`config.mk`:
```
export PLATFORM = sky130hd
export DESIGN_NAME = rc4_key_search_ctrl_flat
export DESIGN_NICKNAME = d
export VERILOG_FILES = /design/src/rtl/rc4_key_search_ctrl_if.sv /design/src/rtl/rc4_key_search_ctrl.sv /design/src/flat_wrapper.sv
export SDC_FILE = /design/constraint.sdc
export NUM_CORES = 1
export LEC_CHECK = 0
export BUFFER_PORTS_ARGS = -buffer_cell sky130_fd_sc_hd__buf_2
export CAP_MARGIN = 0
export CORE_UTILIZATION = 45
export CTS_CLUSTER_DIAMETER = 40
export DETAILED_ROUTE_END_ITERATION = 8
export GPL_ROUTABILITY_DRIVEN = 0
export PLACE_DENSITY = 0.66
export SLEW_MARGIN = 40
export SYNTH_ARGS = -nofsm -noshare
export SYNTH_HDL_FRONTEND = slang
export SYNTH_SLANG_ARGS = --single-unit
```
`constraint.sdc`:
```
create_clock -name clk -period 3.84 [get_ports clk]
set_input_delay 0.192 -clock clk [delete_from_list [all_inputs] [get_ports clk]]
set_output_delay 0.192 -clock clk [all_outputs]
set_load 0.1 [all_outputs]
```
`src/rtl/rc4_key_search_ctrl_if.sv`:
```
// Link between the key-search controller and one arcfour core plus its
// decrypted-message RAM.
interface rc4_key_search_ctrl_if #(
  parameter int unsigned AW = 5
);
  logic [23:0]   key;
  logic          start_sig;
  logic          core_finished;
  logic [AW-1:0] dmem_addr;
  logic [7:0]    dmem_q;

  modport master (
    output key, start_sig, dmem_addr,
    input  core_finished, dmem_q
  );

  modport slave (
    input  key, start_sig, dmem_addr,
    output core_finished, dmem_q
  );
endinterface

```
`src/rtl/rc4_key_search_ctrl.sv`:
```
// Key-space scheduler: runs the arcfour core per candidate key, then scans the
// decrypted message for lowercase/space text to accept or advance the key.
module rc4_key_search_ctrl #(
  parameter logic [23:0] KEY_START = 24'h000000,
  parameter logic [23:0] KEY_STEP  = 24'h000001,
  parameter logic [23:0] KEY_LAST  = 24'h3FFFFF,
  parameter int unsigned MSG_LEN   = 32,
  parameter int unsigned AW        = 5
) (
  input  logic                 clk,
  input  logic                 reset,
  input  logic                 start,
  input  logic                 abort,
  rc4_key_search_ctrl_if.master core,
  output logic                 busy,
  output logic                 key_found,
  output logic                 search_fail
);

  typedef enum logic [2:0] {IDLE, RUN, CHECK, NEXT, FOUND, FAIL} state_t;

  localparam logic [AW-1:0] LAST_ADDR = AW'(MSG_LEN - 1);

  state_t        state;
  logic [AW-1:0] rd_addr;
  logic          rd_valid;
  logic          byte_ok;
  logic [24:0]   key_sum;

  always_comb begin
    byte_ok = (core.dmem_q == 8'h20) || ((core.dmem_q >= 8'h61) && (core.dmem_q <= 8'h7A));
    key_sum = {1'b0, core.key} + {1'b0, KEY_STEP};
  end

  always_ff @(posedge clk or posedge reset) begin
    if (reset) begin
      state          <= IDLE;
      core.key       <= '0;
      core.start_sig <= 1'b0;
      core.dmem_addr <= '0;
      busy           <= 1'b0;
      key_found      <= 1'b0;
      search_fail    <= 1'b0;
      rd_addr        <= '0;
      rd_valid       <= 1'b0;
    end else begin
      case (state)
        IDLE, FOUND, FAIL: begin
          if (start) begin
            state          <= RUN;
            core.key       <= KEY_START;
            core.start_sig <= 1'b1;
            busy           <= 1'b1;
            key_found      <= 1'b0;
            search_fail    <= 1'b0;
          end
        end
        RUN: begin
          if (abort) begin
            state          <= IDLE;
            core.start_sig <= 1'b0;
            busy           <= 1'b0;
          end else if (core.core_finished) begin
            state          <= CHECK;
            core.start_sig <= 1'b0;
            core.dmem_addr <= '0;
            rd_valid       <= 1'b0;
          end
        end
        CHECK: begin
          // rd_addr/rd_valid track which address the byte on dmem_q belongs to
          if (abort) begin
            state <= IDLE;
            busy  <= 1'b0;
          end else if (rd_valid && !byte_ok) begin
            state <= NEXT;
          end else if (rd_valid && (rd_addr == LAST_ADDR)) begin
            state     <= FOUND;
            busy      <= 1'b0;
            key_found <= 1'b1;
          end else begin
            rd_valid <= 1'b1;
            rd_addr  <= core.dmem_addr;
            if (core.dmem_addr != LAST_ADDR)
              core.dmem_addr <= core.dmem_addr + 1'b1;
          end
        end
        NEXT: begin
          if (abort) begin
            state <= IDLE;
            busy  <= 1'b0;
          end else if (key_sum > {1'b0, KEY_LAST}) begin
            state       <= FAIL;
            busy        <= 1'b0;
            search_fail <= 1'b1;
          end else begin
            state          <= RUN;
            core.key       <= key_sum[23:0];
            core.start_sig <= 1'b1;
          end
        end
        default: state <= IDLE;
      endcase
    end
  end

endmodule

```
`src/flat_wrapper.sv`:
```
// flat-port wrapper written by rule: the top's interface ports become plain ports
module rc4_key_search_ctrl_flat 
#(
  parameter logic [23:0] KEY_START = 24'h000000,
  parameter logic [23:0] KEY_STEP  = 24'h000001,
  parameter logic [23:0] KEY_LAST  = 24'h3FFFFF,
  parameter int unsigned MSG_LEN   = 32,
  parameter int unsigned AW        = 5
)
  (clk, reset, start, abort, busy, key_found, search_fail, core_key, core_start_sig, core_dmem_addr, core_core_finished, core_dmem_q);
  rc4_key_search_ctrl_if #(.AW(AW)) core_i ();
  input  logic clk;
  input  logic reset;
  input  logic start;
  input  logic abort;
  output logic busy;
  output logic key_found;
  output logic search_fail;
  output wire logic [$bits(core_i.key)-1:0] core_key;
  output wire logic [$bits(core_i.start_sig)-1:0] core_start_sig;
  output wire logic [$bits(core_i.dmem_addr)-1:0] core_dmem_addr;
  input wire logic [$bits(core_i.core_finished)-1:0] core_core_finished;
  input wire logic [$bits(core_i.dmem_q)-1:0] core_dmem_q;
  assign core_key = core_i.key;
  assign core_start_sig = core_i.start_sig;
  assign core_dmem_addr = core_i.dmem_addr;
  assign core_i.core_finished = core_core_finished;
  assign core_i.dmem_q = core_dmem_q;
  rc4_key_search_ctrl #(.KEY_START(KEY_START), .KEY_STEP(KEY_STEP), .KEY_LAST(KEY_LAST), .MSG_LEN(MSG_LEN), .AW(AW)) u_core (.clk(clk), .reset(reset), .start(start), .abort(abort), .core(core_i), .busy(busy), .key_found(key_found), .search_fail(search_fail));
endmodule
```
## After elaboration in Yosys (flattened, before gate mapping)

Index checks and enable logic that the tools add are counted.

- $add $sub $neg: 2
- $mul: 0
- Div/mod/pow operators: 0
- Magnitude comparators: 3
- Equality and inequality tests: 25
- Shift operators: 0
- Muxes and demuxes: 46
- Bitwise operators: 3
- Reductions and logical operators: 21

Operator list:

| cell | count |
|---|---|
| two-way mux 24 bit | 3 |
| case mux 24 bit (2 select lines) | 1 |
| two-way mux 5 bit | 6 |
| adder 24 x 1 -> 25 bit (second input constant) | 1 |
| greater-than comparator 25 x 22 -> 1 bit (second input constant) | 1 |
| two-way mux 3 bit | 8 |
| two-way mux 1 bit | 21 |
| != test 2 bit (second input constant) | 9 |
| case mux 3 bit (4 select lines) | 1 |
| AND reduction 4 bit | 3 |
| AND reduction 6 bit | 2 |
| case mux 5 bit (2 select lines) | 1 |
| AND reduction 5 bit | 2 |
| equality test 8 x 6 -> 1 bit (second input constant) | 1 |
| >= comparator 8 x 7 -> 1 bit (second input constant) | 1 |
| less-or-equal comparator 8 x 7 -> 1 bit (second input constant) | 1 |
| AND reduction 7 bit | 1 |
| equality test 3 x 2 -> 1 bit (second input constant) | 2 |
| equality test 3 bit (second input constant) | 2 |
| != test 2 x 1 -> 1 bit (second input constant) | 3 |
| != test 3 x 2 -> 1 bit (second input constant) | 2 |
| != test 3 bit (second input constant) | 2 |
| case mux 1 bit (2 select lines) | 3 |
| nonzero test 2 bit | 3 |
| other kinds (16) | 20 |

- Bits in registers: 42
- Latch bits: 0
- RAM bits: 0
- Bits in read-only memories: 0
- Input bits: 13
- Memories kept: 0

## Depth between registers and ports, before layout

Gate-level depths: netlist (run 1).

- Depth after elaboration: 8
- Mapped depth: 11

## Worst setup path before layout (run 1)

Ideal clock, no wire load.

- Path type: register to register
- From: register u_core.core.key[0]
- To: register u_core.core.key[18]
- Arrival time: 3.433 ns
- Required time: 3.714 ns
- Slack: 0.281 ns
- Cell stages (with the launch flop): 12
- Buffers on the path: 2
- Cell sequence: dfrtp_1 buf_2 inv_1 ha_1 or2_2 nor4_1 o21ai_0 or4_4 o31ai_4 buf_6 nor3_1 a311o_1

- Longest elaborated chain between the ends: 4
- Elaborated cells on any way between the ends: 7

RTL lines:

| what | RTL line | RTL |
|---|---|---|
| from (decl) | rc4_key_search_ctrl_if.sv:13 | `output key, start_sig, dmem_addr,` |
| from (signal assigned) | rc4_key_search_ctrl.sv:98 | `core.key <= key_sum[23:0];` |
| adder 24 x 1 -> 25 bit (*) | rc4_key_search_ctrl.sv:32 | `key_sum = {1'b0, core.key} + {1'b0, KEY_STEP};` |
| greater-than comparator 25 x 22 -> 1 bit / two-way mux 24 bit (equally long branches) | rc4_key_search_ctrl.sv:92 | `end else if (key_sum > {1'b0, KEY_LAST}) begin` |
| != test 2 bit (no source line) / two-way mux 24 bit (equally long branches) | n/a |  |
| AND reduction 4 bit (no source line) / case mux 24 bit (2 select lines) (equally long branches) | n/a |  |

Every way passes the cells marked *; elsewhere a longest branch is shown, timed or not. The select of a mux whose other input is x is not followed.
A chain may end at the register's enable or synchronous reset.

## Final worst setup path (run 1)

Ends and elaborated chain as after synthesis.

==> results of run 1 <==
==> area by class of cell <==
type	instances	area, sq um
Tap cell	72	90.1
Sequential cell	42	1050
Clock buffer	6	82.6
Fill cell	544	2530
Timing Repair Buffer	50	263
Multi-Input combinational cell	233	1490
Inverter	11	41.3
Clock inverter	1	30.0
==> worst min path at each step <==
stage                from                        to  slack, ps  cells after the start
finish              reset        u_core.core.key[6]         10                      3
global route        reset        u_core.core.key[6]         60                      3
CTS                 reset        u_core.core.key[6]         30                      3
detailed placement  reset  u_core.core.dmem_addr[1]        360                      3
global placement    reset        u_core.core.key[2]        340                      3
floorplan           start          u_core.key_found        430                      2
==> worst register-to-register path: stages (launching register included) <==
cell and delay (ps):
dfrtp_1 520, ha_1 360, nand3_2 190, nor4_4 360, xnor2_1 120, or4_4 550
o31ai_4 420, buf_4 280, nor3_1 70, a311o_1 310
==> sequential cells by signal (all words and copies together) (netlist names) <==
signal	count
u_core.core.dmem_addr	5
u_core.state	3
u_core.core.key	24
u_core.core.start_sig	1
u_core.rd_valid	1
u_core.key_found	1
u_core.rd_addr	5
u_core.search_fail	1
u_core.busy	1
==> cell families after synthesis <==
kind of cell,count (synthesis),synth area share (%)
xor+xnor,5,1.65
flops,42,39.7
fa+ha+maj,4,1.89
compound gates,89,22.7
simple gates,130,27.7
buf+inv,26,4.21
mux,5,2.13
==> cells in the final DEF, fill, tap and decap left out, types with 5 or more instances in the layout <==
cell,instances
a21oi_1,17
dfrtp_1,42
nor2_1,23
nand2_1,25
nor3_1,10
nand3_1,14
a31oi_1,19
nand4_1,5
buf_2,45
o22ai_1,5
buf_4,5
o21a_1,6
mux2_2,5
inv_1,10
clkbuf_8,6
nor4_1,7
and3_1,8
o21ai_0,16
nand2b_1,5
==> per-layer routing <==
| layer | up-vias | track usage [%] |
|---|---|---|
| met5 | - | 0 |
| met4 | 0 | 6.30 |
| met3 | 4 | 4.48 |
| met2 | 64 | 34.8 |
| met1 | 1191 | 34.0 |
| li1 | 1219 | - |
==> report_power, final <==
group | total, uW | leakage [uW] | internal, uW | switching [uW]
sequential | 550 | 0.000578 | 488 | 62.3
combinational | 551 | 0.000708 | 152 | 399
clock | 364 | 0.0000573 | 208 | 155
==> through the flow <==
step	total power, uW	hold slack [ps]
floorplan	997	429
global placement	1100	345
detailed placement	1110	360
CTS	1470	32.4
global route	1550	57.2
finish	1470	10.2
==> impl_metrics.json, run 1 <==
{
  "status": "finished, final reports clean",
  "synth_warnings": 0,
  "slowest_stage": "or4_4",
  "wirelength_met1_mm": 3.31,
  "fin_setup_tns_ps": 0,
  "portBuffers": 45,
  "layout.nets": 360,
  "place_ws_ps": 572,
  "cts_tree": "done",
  "routed_via_density": 5.97,
  "synthArstFlopShare_pct": 100,
  "max_slew_margin_pct": 46.8,
  "drt_pass1_iterations": 4,
  "grt_setup_unrepaired": "false",
  "fmax_mhz": 304,
  "period_minus_slack_ps": 3290,
  "crit_buf_inv": 1,
  "die_x_microns": 78.7,
  "crit_family": "simple AND/OR/NAND/NOR gates",
  "ys_types": 59,
  "final_antenna_net_count": 0,
  "drv_cap": 0,
  "routed_wl_mm": 6.65,
  "synth_edf_count": 0,
  "synthFlopType": "dfrtp_1",
  "arrival_ps": 3480,
  "final_util_pct": 54.6,
  "grt_pass1_vias": 2279,
  "clkLatencyLatePin_ps": 300,
  "critPathCapture": "u_core.core.key[18]",
  "postPlaceCellArea_sq_um": 2930,
  "slowest_delay_ps": 550,
  "synth_nets": 318,
  "cts.clk_slew.worst_paths_ps": 80,
  "drive_gt1_share_pct": 22.4,
  "r2r_slack_ps": 550,
  "timing.final.ws_setup_ps": 551,
  "yosysSeqAreaShare_pct": 39.7,
  "synth_top_area_share_pct": 39.7,
  "die_h_microns": 78.7,
  "clock-root-buffer": "clkbuf_8",
  "worstReg2RegEnd": "u_core.core.key[18]",
  "grt-ovfl-total": 0,
  "routedWlPerCell_microns": 16.0,
  "cts-hold-fix-buffers": 0,
  "place_inst": 408,
  "syn_to_final_growth_pct": 15.0,
  "start_util_pct": 47.5,
  "fin_worst_skew_ps": 6.92,
  "cts_sinks": 42,
  "diodes": 0,
  "antenna_found_initial": 0,
  "core_sq_um": 5570,
  "p_leak_uw": 0.00134,
  "power_density_nw_per_um2": 481,
  "synth.area.top_cells": "dfrtp_1 40%, a31oi_1 4.5%, nand2_1 3.5%",
  "startpoint": "u_core.core.key[0]",
  "fin_cells": 415,
  "synth.avg_cell_area_sq_um": 8.80,
  "post_cts_resized": 0,
  "dr_wl_met2_mm": 2.96,
  "hpwl_mm": 4.74,
  "rows": 27,
  "io_pins": 46,
  "final_area_sq_um": 3050,
  "cp.required_ps": 4030,
  "critPathKind": "register to register",
  "crit_path_cell_trace": "ha_1 > nand3_2 > nor4_4 > xnor2_1 > or4_4 > o31ai_4 > buf_4 > nor3_1 > a311o_1",
  "finalCritPeriodShare_pct": 85.6,
  "drc": 0,
  "hold_viol": 0,
  "hold_class": "primary input to async pin",
  "die-area_sq_um": 6190,
  "irDropWorstVdd_mv": 0.382,
  "reg2regPathDepth": 9,
  "h-tree-depth": 2,
  "syn_area_sq_um": 2650,
  "finalSetupViolCount": 0,
  "yosysTopAreaCell": "dfrtp_1",
  "cp_num_cells": 9,
  "worst_pin_slew_ps": 795,
  "cts_made_buffers": 5,
  "endpoint_kind": "register",
  "critPathLaunchType": "register",
  "top_layer_used": "met4",
  "yosys-top-cells-count": "42 x dfrtp_1, 25 x nand2_1, 24 x nor2_1",
  "wl_met3_microns": 316,
  "drv_slew": 0,
  "grt_pass1_wl_mm": 11.2,
  "grt_max_degree": 43,
  "grtUsageTotal_pct": 23.2,
  "cts_buffer_depth": 2,
  "synth.most_common_cell": "dfrtp_1",
  "dr.first_iter.drc_count": 222,
  "ys_seq_elements": 42,
  "post_cts_buffers": 0,
  "r2r-start": "u_core.core.key[0]",
  "vias": 2478,
  "path_max_fanout": 15,
  "syn_inst": 301
}
(Power assumes the default switching activity.)
==> inputs of run 2 (changes only) <==
--- a/config.mk
+++ b/config.mk
@@ -7,11 +7,10 @@
 export LEC_CHECK = 0
 export BUFFER_PORTS_ARGS = -buffer_cell sky130_fd_sc_hd__buf_2
 export CAP_MARGIN = 0
-export CORE_UTILIZATION = 45
+export CORE_UTILIZATION = 34
 export CTS_CLUSTER_DIAMETER = 40
 export DETAILED_ROUTE_END_ITERATION = 8
 export GPL_ROUTABILITY_DRIVEN = 0
-export PLACE_DENSITY = 0.66
 export SLEW_MARGIN = 40
 export SYNTH_ARGS = -nofsm -noshare
 export SYNTH_HDL_FRONTEND = slang
==> constraint.sdc (replaced) <==
create_clock -name clk -period 3.58 [get_ports clk]
set_input_delay 0.179 -clock clk [delete_from_list [all_inputs] [get_ports clk]]
set_output_delay 0.179 -clock clk [all_outputs]
set_load 0.1 [all_outputs]
==> run 2 against run 1 <==
- utilization shrank 13 points
- sequential power grew 7.1%
- clock skew shrank 2.3 ps
- hold slack gained 250 ps
- largest cell class unchanged
- first-iteration DRC count shrank 32%
- highest routed layer unchanged
- register-to-register slack lost 220 ps
- via count grew 1.4%
- count of clock-buffer cells in the layout shrank 1
- global-route usage shrank 5.9 points
- wire length grew 2.5%
- clock power shrank 6.3%
==> impl_metrics.json, run 2 (synthesis gave the netlist of run 1 again) <==
{
  "vias": 2513,
  "die-area_sq_um": 8140,
  "finalCritPeriodShare_pct": 90.7,
  "grt_pass1_wl_mm": 11.4,
  "cts_sinks": 42,
  "grtUsageTotal_pct": 17.3,
  "grt_pass1_vias": 2251,
  "largest-register": "u_core.core.key",
  "post_cts_buffers": 0,
  "hold_viol": 0,
  "grt-ovfl-total": 0,
  "routed_via_density": 5.66,
  "clock-root-buffer": "clkbuf_8",
  "largest_reg_flops": 24,
  "status": "finished, final reports clean",
  "antenna_found_initial": 0,
  "p_leak_uw": 0.00134,
  "hold_class": "primary input to register",
  "final_antenna_net_count": 0,
  "crit_buf_inv": 0,
  "dr.first_iter.drc_count": 152,
  "cts_buffer_depth": 2,
  "fin_setup_tns_ps": 0,
  "diodes": 0,
  "arrival_ps": 3460,
  "io_pins": 46,
  "hpwl_mm": 4.91,
  "clkLatencyLatePin_ps": 300,
  "period_minus_slack_ps": 3250,
  "final_common_cell": "buf_2",
  "cts_tree": "done",
  "max_slew_margin_pct": 47.5,
  "die_x_microns": 90.2,
  "worst_pin_slew_ps": 785,
  "rows": 31,
  "path_max_fanout": 15,
  "largestRegisters": "u_core.core.key: 24 flops, u_core.core.dmem_addr: 5 flops, u_core.rd_addr: 5 flops",
  "irDropWorstVdd_mv": 0.206,
  "final_area_sq_um": 3070,
  "grt_setup_unrepaired": "false",
  "drt_pass1_iterations": 4,
  "grt_max_degree": 43,
  "routed_wl_mm": 6.81,
  "drv_slew": 0,
  "power_density_nw_per_um2": 497,
  "layout.nets": 361,
  "place_inst": 435,
  "syn_to_final_growth_pct": 16.0,
  "cp.required_ps": 3790,
  "drv_cap": 0,
  "routedWlPerCell_microns": 15.3,
  "slowest_delay_ps": 560,
  "endpoint_kind": "register",
  "h-tree-depth": 2,
  "core_sq_um": 7410,
  "crit_path_cell_trace": "ha_1 > nand3_2 > nor4_4 > xnor2_1 > or4_4 > o31ai_4 > nand2_2 > o221ai_1",
  "final_cell_mix": "45 x buf_2, 42 x dfrtp_1, 25 x nand2_1",
  "drive_gt1_share_pct": 22.3,
  "die_h_microns": 90.2,
  "crit_family": "simple AND/OR/NAND/NOR gates",
  "drc": 0,
  "postPlaceCellArea_sq_um": 2960,
  "cts_made_buffers": 5,
  "place_ws_ps": 375,
  "fin_cells": 444,
  "slowest_stage": "or4_4",
  "start_util_pct": 35.7,
  "finalSetupViolCount": 0,
  "critPathKind": "register to register",
  "fmax_mhz": 308,
  "timing.final.ws_setup_ps": 331,
  "fin_worst_skew_ps": 4.64,
  "cts.clk_slew.worst_paths_ps": 90,
  "critPathLaunchType": "register",
  "portBuffers": 45
}
run 2: final timing paths:
path	from	endpoint	slack [ps]	cells after the start
worst max-delay path	u_core.core.key[0]	u_core.core.key[8]	330	8
worst min-delay path	start	u_core.key_found	260	3
worst max register to register	u_core.core.key[0]	u_core.core.key[8]	330	8
worst min register to register	u_core.search_fail	u_core.search_fail	510	1
max in group asynchronous	reset	u_core.core.key[11]	2680	4
min in group asynchronous	reset	u_core.core.dmem_addr[4]	520	4
run 2: stage by stage:
step | total power (uW) | hold slack [ps] | util (%)
after floorplan | 1070 | 416 | -
after global placement | 1190 | 342 | 40.0
after detailed placement | 1200 | 345 | 40.0
after CTS | 1540 | 257 | 41.5
after global routing | 1620 | 282 | 41.5
final | 1530 | 257 | 41.5
run 2: what timing repair did:
item / in CTS / in global routing
resized for setup: 0 / 0
hold buffers: 1 / 0
endpoints found under the hold margin: 16 / 0
run 2: final cells by class:
| class | count | area [sq um] |
|---|---|---|
| flip-flops and latches | 42 | 1050 |
| multi-input cells | 233 | 1490 |
| fillers | 736 | 4340 |
| clock buffers | 5 | 68.8 |
| well taps | 99 | 124 |
| repair buffers | 51 | 273 |
| inverters | 11 | 41.3 |
| clock inverters | 3 | 28.8 |
run 2: layer usage:
metal	wire [microns]	global-route usage, %	share of wire (%)
met3	439	3.38	6.4
met5	0	0	0
met1	3160	24.3	46
met2	3120	26.5	46
met4	91	6.05	1.3
run 2: worst register-to-register path, stage by stage, from the launching register on:
cell      delay, ps
dfrtp_1         520
ha_1            360
nand3_2         190
nor4_4          360
xnor2_1         130
or4_4           560
o31ai_4         430
nand2_2         310
o221ai_1        300
run 2: power breakdown:
group	internal, uW	switching (uW)
Sequential	523	65.6
Combinational	164	432
Clock	146	195
Total	833	693
